File: src/rtl/rr_lock_arbiter.sv
// Registered round-robin N-way arbiter: the winner keeps the grant until it releases,
// drops its request, or reaches MAX_HOLD consecutive cycles.
module rr_lock_arbiter #(
  parameter  int N        = 4,
  parameter  int MAX_HOLD = 8,
  localparam int IW       = $clog2(N),
  localparam int HW       = ($clog2(MAX_HOLD + 1) < 1) ? 1 : $clog2(MAX_HOLD + 1)
) (
  input  logic          clk,
  input  logic          reset,
  input  logic [0:N-1]  req,
  input  logic          release_gnt,
  output logic [0:N-1]  gnt,
  output logic          gnt_valid,
  output logic [IW-1:0] gnt_id
);

  typedef enum logic {IDLE, GRANT} state_t;

  state_t        state, state_n;
  logic [IW-1:0] ptr, ptr_n;
  logic [HW-1:0] hold_cnt, hold_n;
  logic [0:N-1]  gnt_n;
  logic          valid_n;
  logic [IW-1:0] id_n;

  logic [IW-1:0] owner_next;
  logic [IW-1:0] scan_base;
  logic          win_found;
  logic [IW-1:0] win_id;
  logic          timed_out;
  logic          end_grant;

  // Explicit wrap so non-power-of-2 N never overflows into an unused index.
  assign owner_next = (gnt_id == IW'(N - 1)) ? '0 : gnt_id + 1'b1;
  assign scan_base  = (state == GRANT) ? owner_next : ptr;
  assign timed_out  = (MAX_HOLD != 0) && (hold_cnt == HW'(MAX_HOLD));
  assign end_grant  = release_gnt || !req[gnt_id] || timed_out;

  always_comb begin
    int unsigned idx;
    win_found = 1'b0;
    win_id    = '0;
    idx       = 0;
    for (int unsigned i = 0; i < N; i++) begin
      idx = 32'(scan_base) + i;
      if (idx >= N) idx = idx - N;
      if (!win_found && req[idx]) begin
        win_found = 1'b1;
        win_id    = IW'(idx);
      end
    end
  end

  always_comb begin
    state_n = state;
    ptr_n   = ptr;
    hold_n  = hold_cnt;
    gnt_n   = gnt;
    valid_n = gnt_valid;
    id_n    = gnt_id;
    unique case (state)
      IDLE: begin
        if (win_found) begin
          state_n        = GRANT;
          gnt_n          = '0;
          gnt_n[win_id]  = 1'b1;
          valid_n        = 1'b1;
          id_n           = win_id;
          hold_n         = HW'(1);
        end
      end
      GRANT: begin
        if (!end_grant) begin
          if (MAX_HOLD != 0 && hold_cnt != HW'(MAX_HOLD)) hold_n = hold_cnt + 1'b1;
        end else begin
          ptr_n = owner_next;
          if (win_found) begin
            gnt_n         = '0;
            gnt_n[win_id] = 1'b1;
            id_n          = win_id;
            hold_n        = HW'(1);
          end else begin
            state_n = IDLE;
            gnt_n   = '0;
            valid_n = 1'b0;
            id_n    = '0;
            hold_n  = '0;
          end
        end
      end
      default: state_n = IDLE;
    endcase
  end

  always_ff @(posedge clk) begin
    if (reset) begin
      state     <= IDLE;
      ptr       <= '0;
      hold_cnt  <= '0;
      gnt       <= '0;
      gnt_valid <= 1'b0;
      gnt_id    <= '0;
    end else begin
      state     <= state_n;
      ptr       <= ptr_n;
      hold_cnt  <= hold_n;
      gnt       <= gnt_n;
      gnt_valid <= valid_n;
      gnt_id    <= id_n;
    end
  end

endmodule

File: config.mk
export PLATFORM = sky130hd
export DESIGN_NAME = rr_lock_arbiter
export DESIGN_NICKNAME = d
export VERILOG_FILES = /design/src/rtl/rr_lock_arbiter.sv
export SDC_FILE = /design/constraint.sdc
export NUM_CORES = 1
export LEC_CHECK = 0
export ABC_AREA = 1
export BUFFER_PORTS_ARGS = -buffer_cell sky130_fd_sc_hd__buf_2
export CORE_MARGIN = 10
export CORE_UTILIZATION = 50
export CTS_CLUSTER_DIAMETER = 150
export DETAILED_ROUTE_END_ITERATION = 8
export PLACE_DENSITY = 0.73
export SYNTH_ARGS = -nofsm -noshare
export SYNTH_HDL_FRONTEND = slang
export SYNTH_SLANG_ARGS = --single-unit
File: constraint.sdc
create_clock -name clk -period 1.95 [get_ports clk]
set_input_delay 0.0975 -clock clk [delete_from_list [all_inputs] [get_ports clk]]
set_output_delay 0.0975 -clock clk [all_outputs]
set_load 0.02 [all_outputs]
Word level (Yosys, flattened, before mapping). Index checks and enable logic that the tools add are counted.

Register bits: 14. Input port bits: 7. Output and inout port bits: 7. Logic and storage cells: 105.

Add/subtract/negate cells: 9. Magnitude comparators: 11. Equality and inequality tests: 7. Mux-type cells: 51. Bitwise logic cells: 7. Reduce and logical (&&, ||, !) cells: 14.

Operators with widths (number): greater-or-equal comparator 33 x 3 -> 1 bit, second input constant (4); NOT 32 -> 33 bit (4); two-way mux 32 bit (4); two-way mux 4 bit (6); two-way mux 1 bit (21); two-way mux 2 bit (9); one-hot mux 4 bit (2 select lines) (2); greater-or-equal comparator 3 bit, second input constant (5); subtractor 3 x 3 -> 4 bit, second input constant (3); binary-select mux 1 bit (select 2 bit) (5); adder 2 x 2 -> 3 bit, second input constant (2); NOT 2 -> 3 bit (2); AND reduction 2 bit (3); adder 4 x 1 -> 4 bit, second input constant (1); equality test 4 bit, second input constant (1); logical AND 1 bit (4); zero test 1 bit (4); != test 2 bit, second input constant (2); != test 4 bit, second input constant (1); one-hot mux 1 bit (2 select lines) (2); one-hot mux 2 bit (2 select lines) (1); subtractor 2 x 3 -> 4 bit, second input constant (1); adder 2 x 1 -> 3 bit, second input constant (1); greater-or-equal comparator 2 x 3 -> 1 bit, second input constant (1); 9 further kinds (10).

Depth between registers and ports, before layout. Gate-level depths: netlist (run 1).

Depth in word-level cells: 27. Depth in mapped cells: 17. Mapped depth without buffers: 16.

Least setup slack after synthesis (run 1). No wires, ideal clock.

Path kind: register to register. From: register gnt_id[1]. To: register hold_cnt[1]. Setup time: 115 ps. Arrival time: 2156 ps. Data required time: 1835 ps. Path slack: -320 ps. Cell stages (with the launch flop): 16. Path buffers: 0. Clock period less this slack: 2270 ps. Path through: dfxtp_1 > ha_1 > inv_1 > nand2_1 > nand2_1 > nand2_1 > nand2_2 > nor2_1 > nor2_1 > nand3_4 > inv_1 > ha_1 > inv_1 > nand2_1 > inv_1 > a2111oi_0.

Word-level cells in the longest chain between the ends: 21. Elaborated cells between the ends (all ways): 57. Those cells by class: add/sub (8); order compare (4); eq/ne (3); mux (27); bitwise (5); reduce/logical (10).

Ends and longest elaborated chain: from (decl) (line 15) `output logic [IW-1:0] gnt_id`; from (signal assigned) (line 110) `gnt_id <= id_n;`; adder 2 x 1 -> 2 bit or equality test 2 bit (tied branches) (line 35) `assign owner_next = (gnt_id == IW'(N - 1)) ? '0 : gnt_id + 1'b1;`; two-way mux 2 bit (*) (line 35); net owner_next[1] (line 27) `logic [IW-1:0] owner_next;`; two-way mux 2 bit (*) (line 36) `assign scan_base = (state == GRANT) ? owner_next : ptr;`; branches (longest 15 deep; another with subtractor 3 x 3 -> 4 bit); two-way mux 1 bit (*) (line 48) `if (!win_found && req[idx]) begin`; != test 2 bit (no line) (*); AND reduction 2 bit (no line) (*); to (signal assigned) (line 107) `hold_cnt <= hold_n;`; to (decl) (line 22) `logic [HW-1:0] hold_cnt, hold_n;`.

Mark *: on every way through the listed nets, which the timed path passes. The select of a mux whose other input is x is not followed. A chain may end at the register's enable or synchronous reset.

Final worst setup path (run 1).
From: register gnt_id[0]. To: register hold_cnt[3].

The elaborated chain is that of the path after synthesis.

==> results of run 1 <==
==> worst max-delay path: stages, from the launching register on <==
cell     delay [ps]
dfxtp_4         360
ha_4            240
inv_2            60
nand2_2          60
nand2_4         110
nand2_4          60
nand2_4         100
nand2_4          70
inv_4            70
nor2_4           40
nand3_4          90
inv_4            40
ha_4            160
inv_4            70
nand4_1         100
xor2_1          190
nor3_2          150
==> worst max path at each step <==
stage	end	slack, ps	depth (start not counted)
finish	hold_cnt[3]	-100	16
global route	gnt[0]	-240	15
CTS	hold_cnt[1]	-90	15
detailed placement	hold_cnt[1]	-240	16
global placement	hold_cnt[1]	-140	16
floorplan	hold_cnt[1]	-90	16
==> layout make-up <==
cell class / instances / area share (%)
Timing Repair Buffer: 46 / 18.9
Sequential cell: 14 / 16.7
Multi-Input combinational cell: 131 / 54.8
Tap cell: 28 / 2.02
Inverter: 24 / 6.07
Clock buffer: 4 / 1.52
==> what timing repair did <==
action / 4_1_cts / 5_1_grt
pin swaps: 11 / 17
endpoints found under the setup margin: 10 / 11
resized for setup: 15 / 43
setup buffers: 10 / 8
==> placed cells by master, fill, tap and decap left out, drive strengths merged <==
cell     netlist  final
dfxtp         14     14
a211oi         1      1
xor2           1      1
nor3           1      1
o22ai          1      1
o221ai         1      1
inv           24     24
ha             4      4
a31o           1      1
nand4          3      3
a2111oi        1      1
nand3         28     28
buf            3     46
nor2          10     10
nand2         60     60
a21oi         10     10
nand3b         1      1
o211ai         1      1
o21ai          7      7
clkbuf         1      4
==> registers in the layout, indices dropped and copies added, names as in the netlist <==
signal and count:
ptr 2, state 1, gnt 4, gnt_valid 1, hold_cnt 4, gnt_id 2
==> cells by family after synthesis <==
kind of cell               Yosys count  synth area share [%]
and+or+nand+nor                    103                  47.5
buffers and inverters               28                  11.1
xor gates and xnor gates             1                 0.769
DFF                                 14                  24.6
AOI/OAI and AO/OA                   23                  11.6
adders and majority gates            4                  4.39
==> synthesized netlist by cell type, types with 2 or more instances <==
cell type,number
a21oi_1,10
buf_6,2
dfxtp_1,14
ha_1,4
inv_1,23
nand2_1,48
nand2_2,7
nand2_4,4
nand3_1,24
nand3_2,3
nand4_1,3
nor2_1,9
o21ai_0,7
==> power groups by stage <==
stage                     clock network [mW]  registers [mW]  logic (mW)
after floorplan                            0           0.471        1.37
after global placement                     0           0.441        1.88
after detailed placement                   0           0.447        1.91
after CTS                              0.169           0.444        2.20
after global routing                   0.188           0.463        3.09
final                                  0.165           0.451        2.84
==> metal layers <==
layer / share of wire, % / wire, µm / up-vias
met5: 0 / 0 / -
met1: 43 / 1410 / 635
met4: 3.0 / 97 / 0
met2: 50 / 1620 / 24
met3: 3.7 / 121 / 10
li1: - / - / 658
==> flow_summary.yaml, run 1 <==
outcome:
  status: "finished, violations left"
  violations: "negative setup slack"
floorplan:
  top_level_ports: 14
  start_util_pct: 52.0
  rows: 17
  die_w_um: 67.7
  core_um2: 2190
  die_area_um2: 4590
  fp.dieH_um: 67.7
synthesis:
  syn_nets: 184
  synth-edff-count: 0
  synth.area.top_cells: "dfxtp_1, nand2_1, nand3_1, inv_1, a21oi_1"
  yosysSeqAreaShare_pct: 24.6
  yosys_warnings: 0
  ys_seq_elements: 14
  synth.top_cell.area_share_pct: 24.6
  netlist_instances: 173
  async_flop_share_pct: 0
  yosysTopAreaCell: "dfxtp_1"
  syn_area_um2: 1140
  synth.distinct_cells: 28
  synthFlopType: "dfxtp_1"
  syn_avg_cell_area_um2: 6.59
final_layout:
  drive_above_1_share_pct: 51.1
  ff_latch_area_um2: 289
  final_cells: 247
  diodes: 0
  multi_input_area_um2: 950
  nFillCells: 152
  area_delta_synth_final_pct: 52.0
  utilization_pct: 79.1
  nets: 231
  final_area_um2: 1730
worst_setup_path:
  r2r_slack_ps: -100
  cp.arrival_ps: 2250
  path_max_fanout: 5
  critPathLaunchType: "register"
  path_class: "reg -> reg"
  required_ps: 2150
  cp-startpoint: "gnt_id[0]"
  crit_path_end_kind: "register"
  rr_endpoint: "hold_cnt[3]"
  timing.rr.start: "gnt_id[0]"
  reg2reg_depth: 16
pwr:
  comb_power_share_pct: 82.1
  p_switching_mw: 1.75
  switching_share_pct: 50.8
  fin_total_pwr_mw: 3.45
  p_int_mw: 1.70
  power_frac_clock_pct: 4.8
  seq_power_share_pct: 13.1
  ir_drop_uv: 1240
  p_leak_nw: 0.855
  power_density_nw_per_um2: 1990
detailed_routing:
  drt-total-wl_um: 3250
  drt_iter0_drc: 99
  dr_total_vias: 1327
  wl_per_cell_um: 13.1
  vias_per_cell: 5.37
  dr.pass1.iters: 4
  ant_nets: 0
  remaining_drc_errors: 0
placement:
  pre_cts_ws_ps: -237
  dpl.hpwl_um: 2240
  port_buffers: 13
  dp.cells: 226
  gp_congestion: 0.844
  place_area_um2: 1370
global_routing:
  grtUsageMet2_pct: 25.2
  grtUsageMet1_pct: 15.4
  grt-ovfl-total: 0
  top_usage_layer: "met2"
  met3_usage_pct: 2.15
  grt_pass1_vias: 1221
  grt_antenna_before_repair: 0
  grt_max_degree: 12
  grt_pass1_wl_um: 5100
  grt_usage_pct: 13.8
cts:
  ctsHoldBuffers: 0
  clk_pin_slew_worst_paths_ps: 80
  root_buffer: "clkbuf_4"
  clk_latency_ps: 270
  clock_path_buffers: 2
  cts_buffers: 3
  htreeDepth: 1
  numClockSinks: 14
  cts_tree: "built"
timing:
  skew_ps: 0.418
  finalHoldViolCount: 0
  setup_viol: 11
  rsz0062_at_grt: "yes"
  finalCritPeriodShare_pct: 105
  drv_slew: 0
  worst_slew_pin_slew_ps: 312
  maxSlewHeadroom_pct: 79.1
  period_needed_ps: 2050
  whs_ps: 154
  max_freq_mhz: 488
  fin_tns_setup_ps: -536
  setup_slack_ps: -100
run:
  maxCapViolCount: 0
hold_path:
  hold_start: "reset"
  whs_path_depth: 2
  min_to: "gnt[2]"
  min_path_type: "in -> reg"
Note: power is estimated with default switching activity, not from simulation.
==> run 2, diff against run 1 <==
- SETUP_SLACK_MARGIN: not set -> 0.15
==> run 2 against run 1 <==
The flow still finishes with violations (negative setup slack). Critical path depth decreased by 3. Count of clock-buffer cells in the layout unchanged. Clock skew increased by 11 ps. Clock power increased by 9.7%. Largest power group unchanged.
==> flow_summary.yaml, run 2 (synthesis gave the netlist of run 1 again) <==
outcome:
  status: "finished, violations left"
  violations: "negative setup slack"
detailed_routing:
  drt_iter0_drc: 146
  vias_per_cell: 5.44
  dr_total_vias: 1334
  remaining_drc_errors: 0
  wl_per_cell_um: 14.9
  ant_nets: 0
  dr.pass1.iters: 5
  drt-total-wl_um: 3660
final_layout:
  top_regs: "gnt: 4 flops, hold_cnt: 4 flops"
  utilization_pct: 79.2
  nFillCells: 154
  layout_common_cells: "nand2_1, buf_4, nand3_1"
  nets: 229
  drive_above_1_share_pct: 49.3
  final_area_um2: 1730
  final_common_cell: "nand2_1"
  diodes: 0
  final_cells: 245
  area_delta_synth_final_pct: 52.1
pwr:
  power_density_nw_per_um2: 2010
  ir_drop_uv: 1260
  p_leak_nw: 0.847
floorplan:
  fp.dieH_um: 67.7
  start_util_pct: 52.0
  die_w_um: 67.7
  top_level_ports: 14
  die_area_um2: 4590
  core_um2: 2190
  rows: 17
timing:
  period_needed_ps: 2050
  max_freq_mhz: 487
  maxSlewHeadroom_pct: 78.1
  setup_viol: 8
  worst_slew_pin_slew_ps: 325
  setup_slack_ps: -102
  rsz0062_at_grt: "yes"
  skew_ps: 11.0
  whs_ps: 122
  finalCritPeriodShare_pct: 105
  drv_slew: 0
  finalHoldViolCount: 0
placement:
  port_buffers: 13
  dpl.hpwl_um: 2340
  gp_congestion: 0.836
  place_area_um2: 1380
  dp.cells: 225
cts:
  clk_latency_ps: 290
  clock_path_buffers: 2
  cts_tree: "built"
  cts_buffers: 3
  htreeDepth: 1
  numClockSinks: 14
  root_buffer: "clkbuf_4"
  ctsHoldBuffers: 0
  clk_pin_slew_worst_paths_ps: 90
worst_setup_path:
  cp-startpoint: "gnt_id[1]"
  r2r_slack_ps: -100
  timing.rr.start: "gnt_id[1]"
  path_class: "reg -> reg"
  cp.arrival_ps: 2240
  path_max_fanout: 4
  critPathLaunchType: "register"
  required_ps: 2130
  crit_path_end_kind: "register"
  rr_endpoint: "hold_cnt[1]"
  cp-endpoint: "hold_cnt[1]"
  reg2reg_depth: 13
global_routing:
  grt_max_degree: 12
  grt_usage_pct: 15.2
  grt-ovfl-total: 0
  grt_antenna_before_repair: 0
  grt_pass1_vias: 1258
  grt_pass1_wl_um: 5460
run:
  maxCapViolCount: 0
hold_path:
  min_path_type: "in -> reg"
-- run 2: cell types whose count changed in the layout (fill, tap and decap cells not counted), moves of 2 or more --
cell and delta:
nor2_1 -2, nand2_1 +3, buf_6 -2, nor2_4 +2, nand2_4 +2, nand2_2 -5
-- run 2: stage by stage --
stage,worst slack (ps),power (mW),setup TNS (ps)
detailed placement,-388,2.36,-880
finish,-102,3.48,-231
floorplan,-87.1,1.83,-98.6
CTS,-91.0,2.85,-190
global route,-209,3.76,-1380
global placement,-101,2.31,-187
-- run 2: layer usage --
metal  track usage [%]  routed length, µm  vias to the layer above
met1              15.4               1390                      624
met2              28.4               2040                       47
met3              2.64                183                        5
met4              8.72                 45                        0
li1                  -                  -                      658
met5                 0                  0                        -
-- run 2: repair_timing --
item                       4_1_cts  5_1_grt
gates resized for setup         23       35
pin swaps                       13       19
setup buffers                    5       11
setup endpoints to repair       11       13
hold endpoints to repair         0        0
-- run 2: cell type report --
type                    instances  area, µm²  area share [%]
inverters                      24        108            6.20
multi-input cells             131        958            55.3
well taps                      28       35.0            2.02
repair buffers                 44        318            18.3
clock buffers                   4       26.3            1.52
flip-flops and latches         14        289            16.7
-- run 2: power by group --
| group | switching [mW] | total, mW | internal [mW] | leakage (nW) |
|---|---|---|---|---|
| Sequential | 0.0590 | 0.432 | 0.373 | 0.116 |
| Combinational | 1.65 | 2.87 | 1.22 | 0.715 |
| Clock | 0.101 | 0.181 | 0.0797 | 0.0150 |
| Total | 1.81 | 3.48 | 1.67 | 0.847 |
-- run 2: worst max-delay path: stages (launching register included) --
cell       delay [ps]
dfxtp_4           360
ha_4              290
nand2_2            70
nand2_4           100
nand2_1            80
nand2_2            80
nand2_2            80
nand2_4           100
nor2_8             40
nand3_4            60
inv_4              40
ha_4              160
buf_6             130
a2111oi_4         340
-- run 2: worst min path at each step --
stage | from | depth (start not counted) | endpoint | slack, ps
2_1_floorplan | reset | 3 | gnt_valid | 280
3_3_place_gp | reset | 2 | ptr[0] | 410
3_5_place_dp | reset | 2 | ptr[0] | 410
4_1_cts | reset | 2 | gnt_id[1] | 130
5_1_grt | reset | 2 | gnt_id[1] | 140
6_report | reset | 2 | ptr[0] | 120
==> run 3, diff against run 2 <==
- CORE_UTILIZATION: 50 -> 51
- PLACE_DENSITY: 0.73 -> not set
- PLACE_DENSITY_LB_ADDON: not set -> 0.25
- RECOVER_POWER: not set -> 50
==> run 3 against run 2 <==
The flow still finishes with violations (negative setup slack). Clock skew down 4.1 ps. Final cell count fell by 2.0%. Critical path depth rose by 3. Register-to-register slack got worse by 30 ps. Largest power group unchanged. Setup slack got worse by 28 ps. First-iteration DRC count down 29%. Sequential cell count is the same. Count of clock-buffer cells in the layout did not move. Non-clock buffer count down 5.
==> flow_summary.yaml, run 3 (synthesis gave the netlist of run 1 again) <==
outcome:
  status: "finished, violations left"
  violations: "negative setup slack"
floorplan:
  core_um2: 2170
  top_level_ports: 14
  start_util_pct: 52.5
  rows: 17
  die_w_um: 67.3
  fp.dieH_um: 67.3
  die_area_um2: 4530
cts:
  clk_latency_ps: 280
  clk_pin_slew_worst_paths_ps: 80
  htreeDepth: 1
  numClockSinks: 14
  clock_path_buffers: 2
  root_buffer: "clkbuf_4"
  cts_buffers: 3
  cts_tree: "built"
detailed_routing:
  drt_iter0_drc: 104
  ant_nets: 0
  remaining_drc_errors: 0
  drt-total-wl_um: 3360
  vias_per_cell: 5.45
  dr_total_vias: 1309
  dr.pass1.iters: 5
  wl_per_cell_um: 14.0
pwr:
  power_frac_clock_pct: 5.1
  power_density_nw_per_um2: 1960
  ir_drop_uv: 1370
  comb_power_share_pct: 81.7
  switching_share_pct: 52.1
  p_switching_mw: 1.68
  p_int_mw: 1.55
  seq_power_share_pct: 13.1
  fin_total_pwr_mw: 3.23
  p_leak_nw: 0.789
placement:
  pre_cts_ws_ps: -161
  gp_congestion: 0.830
  dpl.hpwl_um: 2240
  dp.cells: 225
  port_buffers: 13
  place_area_um2: 1380
timing:
  finalCritPeriodShare_pct: 107
  period_needed_ps: 2080
  maxSlewHeadroom_pct: 74.3
  fin_tns_setup_ps: -648
  finalHoldViolCount: 0
  setup_viol: 10
  rsz0062_at_grt: "yes"
  worst_slew_pin_slew_ps: 384
  max_freq_mhz: 481
  skew_ps: 6.94
  whs_ps: 151
  setup_slack_ps: -131
  drv_slew: 0
final_layout:
  nets: 224
  layout_common_cells: "nand2_1, nand3_1, buf_4"
  area_delta_synth_final_pct: 44.5
  utilization_pct: 75.9
  top_regs: "gnt: 4 flops, hold_cnt: 4 flops"
  final_area_um2: 1650
  diodes: 0
  final_common_cell: "nand2_1"
  final_cells: 240
  drive_above_1_share_pct: 42.5
worst_setup_path:
  cp.arrival_ps: 2280
  crit_path_end_kind: "register"
  required_ps: 2150
  path_max_fanout: 4
  path_class: "reg -> reg"
  critPathLaunchType: "register"
global_routing:
  grtUsageMet2_pct: 24.5
  grt-ovfl-total: 0
  grt_pass1_vias: 1155
  grt_pass1_wl_um: 4820
  met3_usage_pct: 1.49
  grt_usage_pct: 13.0
  top_usage_layer: "met2"
  grt_max_degree: 12
  grtUsageMet1_pct: 14.3
  grt_antenna_before_repair: 0
run:
  maxCapViolCount: 0
hold_path:
  min_path_type: "in -> reg"
-- run 3: timing repair --
item	in CTS	in global routing
endpoints found under the setup margin	11	13
endpoints found under the hold margin	0	0
hold buffers	0	0
resized for setup	15	30
pin swaps	15	19
setup buffers	6	5
-- run 3: power by group through the flow --
stage | Clock, mW | Sequential (mW) | Combinational (mW)
after global placement | 0 | 0.426 | 1.89
after CTS | 0.174 | 0.423 | 2.15
after detailed placement | 0 | 0.429 | 1.93
after floorplan | 0 | 0.471 | 1.36
after global routing | 0.187 | 0.436 | 2.87
final | 0.166 | 0.424 | 2.64
-- run 3: worst max-delay path: stages (launching register included) --
cell,delay [ps]
dfxtp_4,360
ha_4,250
inv_2,60
nand2_2,60
nand2_4,100
nand2_2,70
nand2_2,80
nand2_2,70
nand2_4,110
nor2_8,40
nand3_4,80
inv_4,40
ha_4,160
inv_4,70
nand4_1,100
xor2_1,170
nor3_1,160
-- run 3: area by class of cell --
cell class | count | area [µm²]
Multi-Input combinational cell | 131 | 921
Inverter | 24 | 103
Clock buffer | 4 | 26.3
Tap cell | 28 | 35.0
Timing Repair Buffer | 39 | 274
Sequential cell | 14 | 288
Fill cell | 172 | 523
-- run 3: metal layers --
layer | wire [µm] | up-vias
met4 | 137 | 0
met3 | 159 | 14
met2 | 1770 | 48
met5 | 0 | -
met1 | 1300 | 605
li1 | - | 642
-- run 3: worst paths after layout --
path             start           to  slack (ps)  cells past startpoint
max          gnt_id[0]  hold_cnt[3]        -130                     16
min              reset       ptr[0]         150                      2
max reg2reg  gnt_id[0]  hold_cnt[3]        -130                     16
min reg2reg     gnt[1]       gnt[1]         480                      2
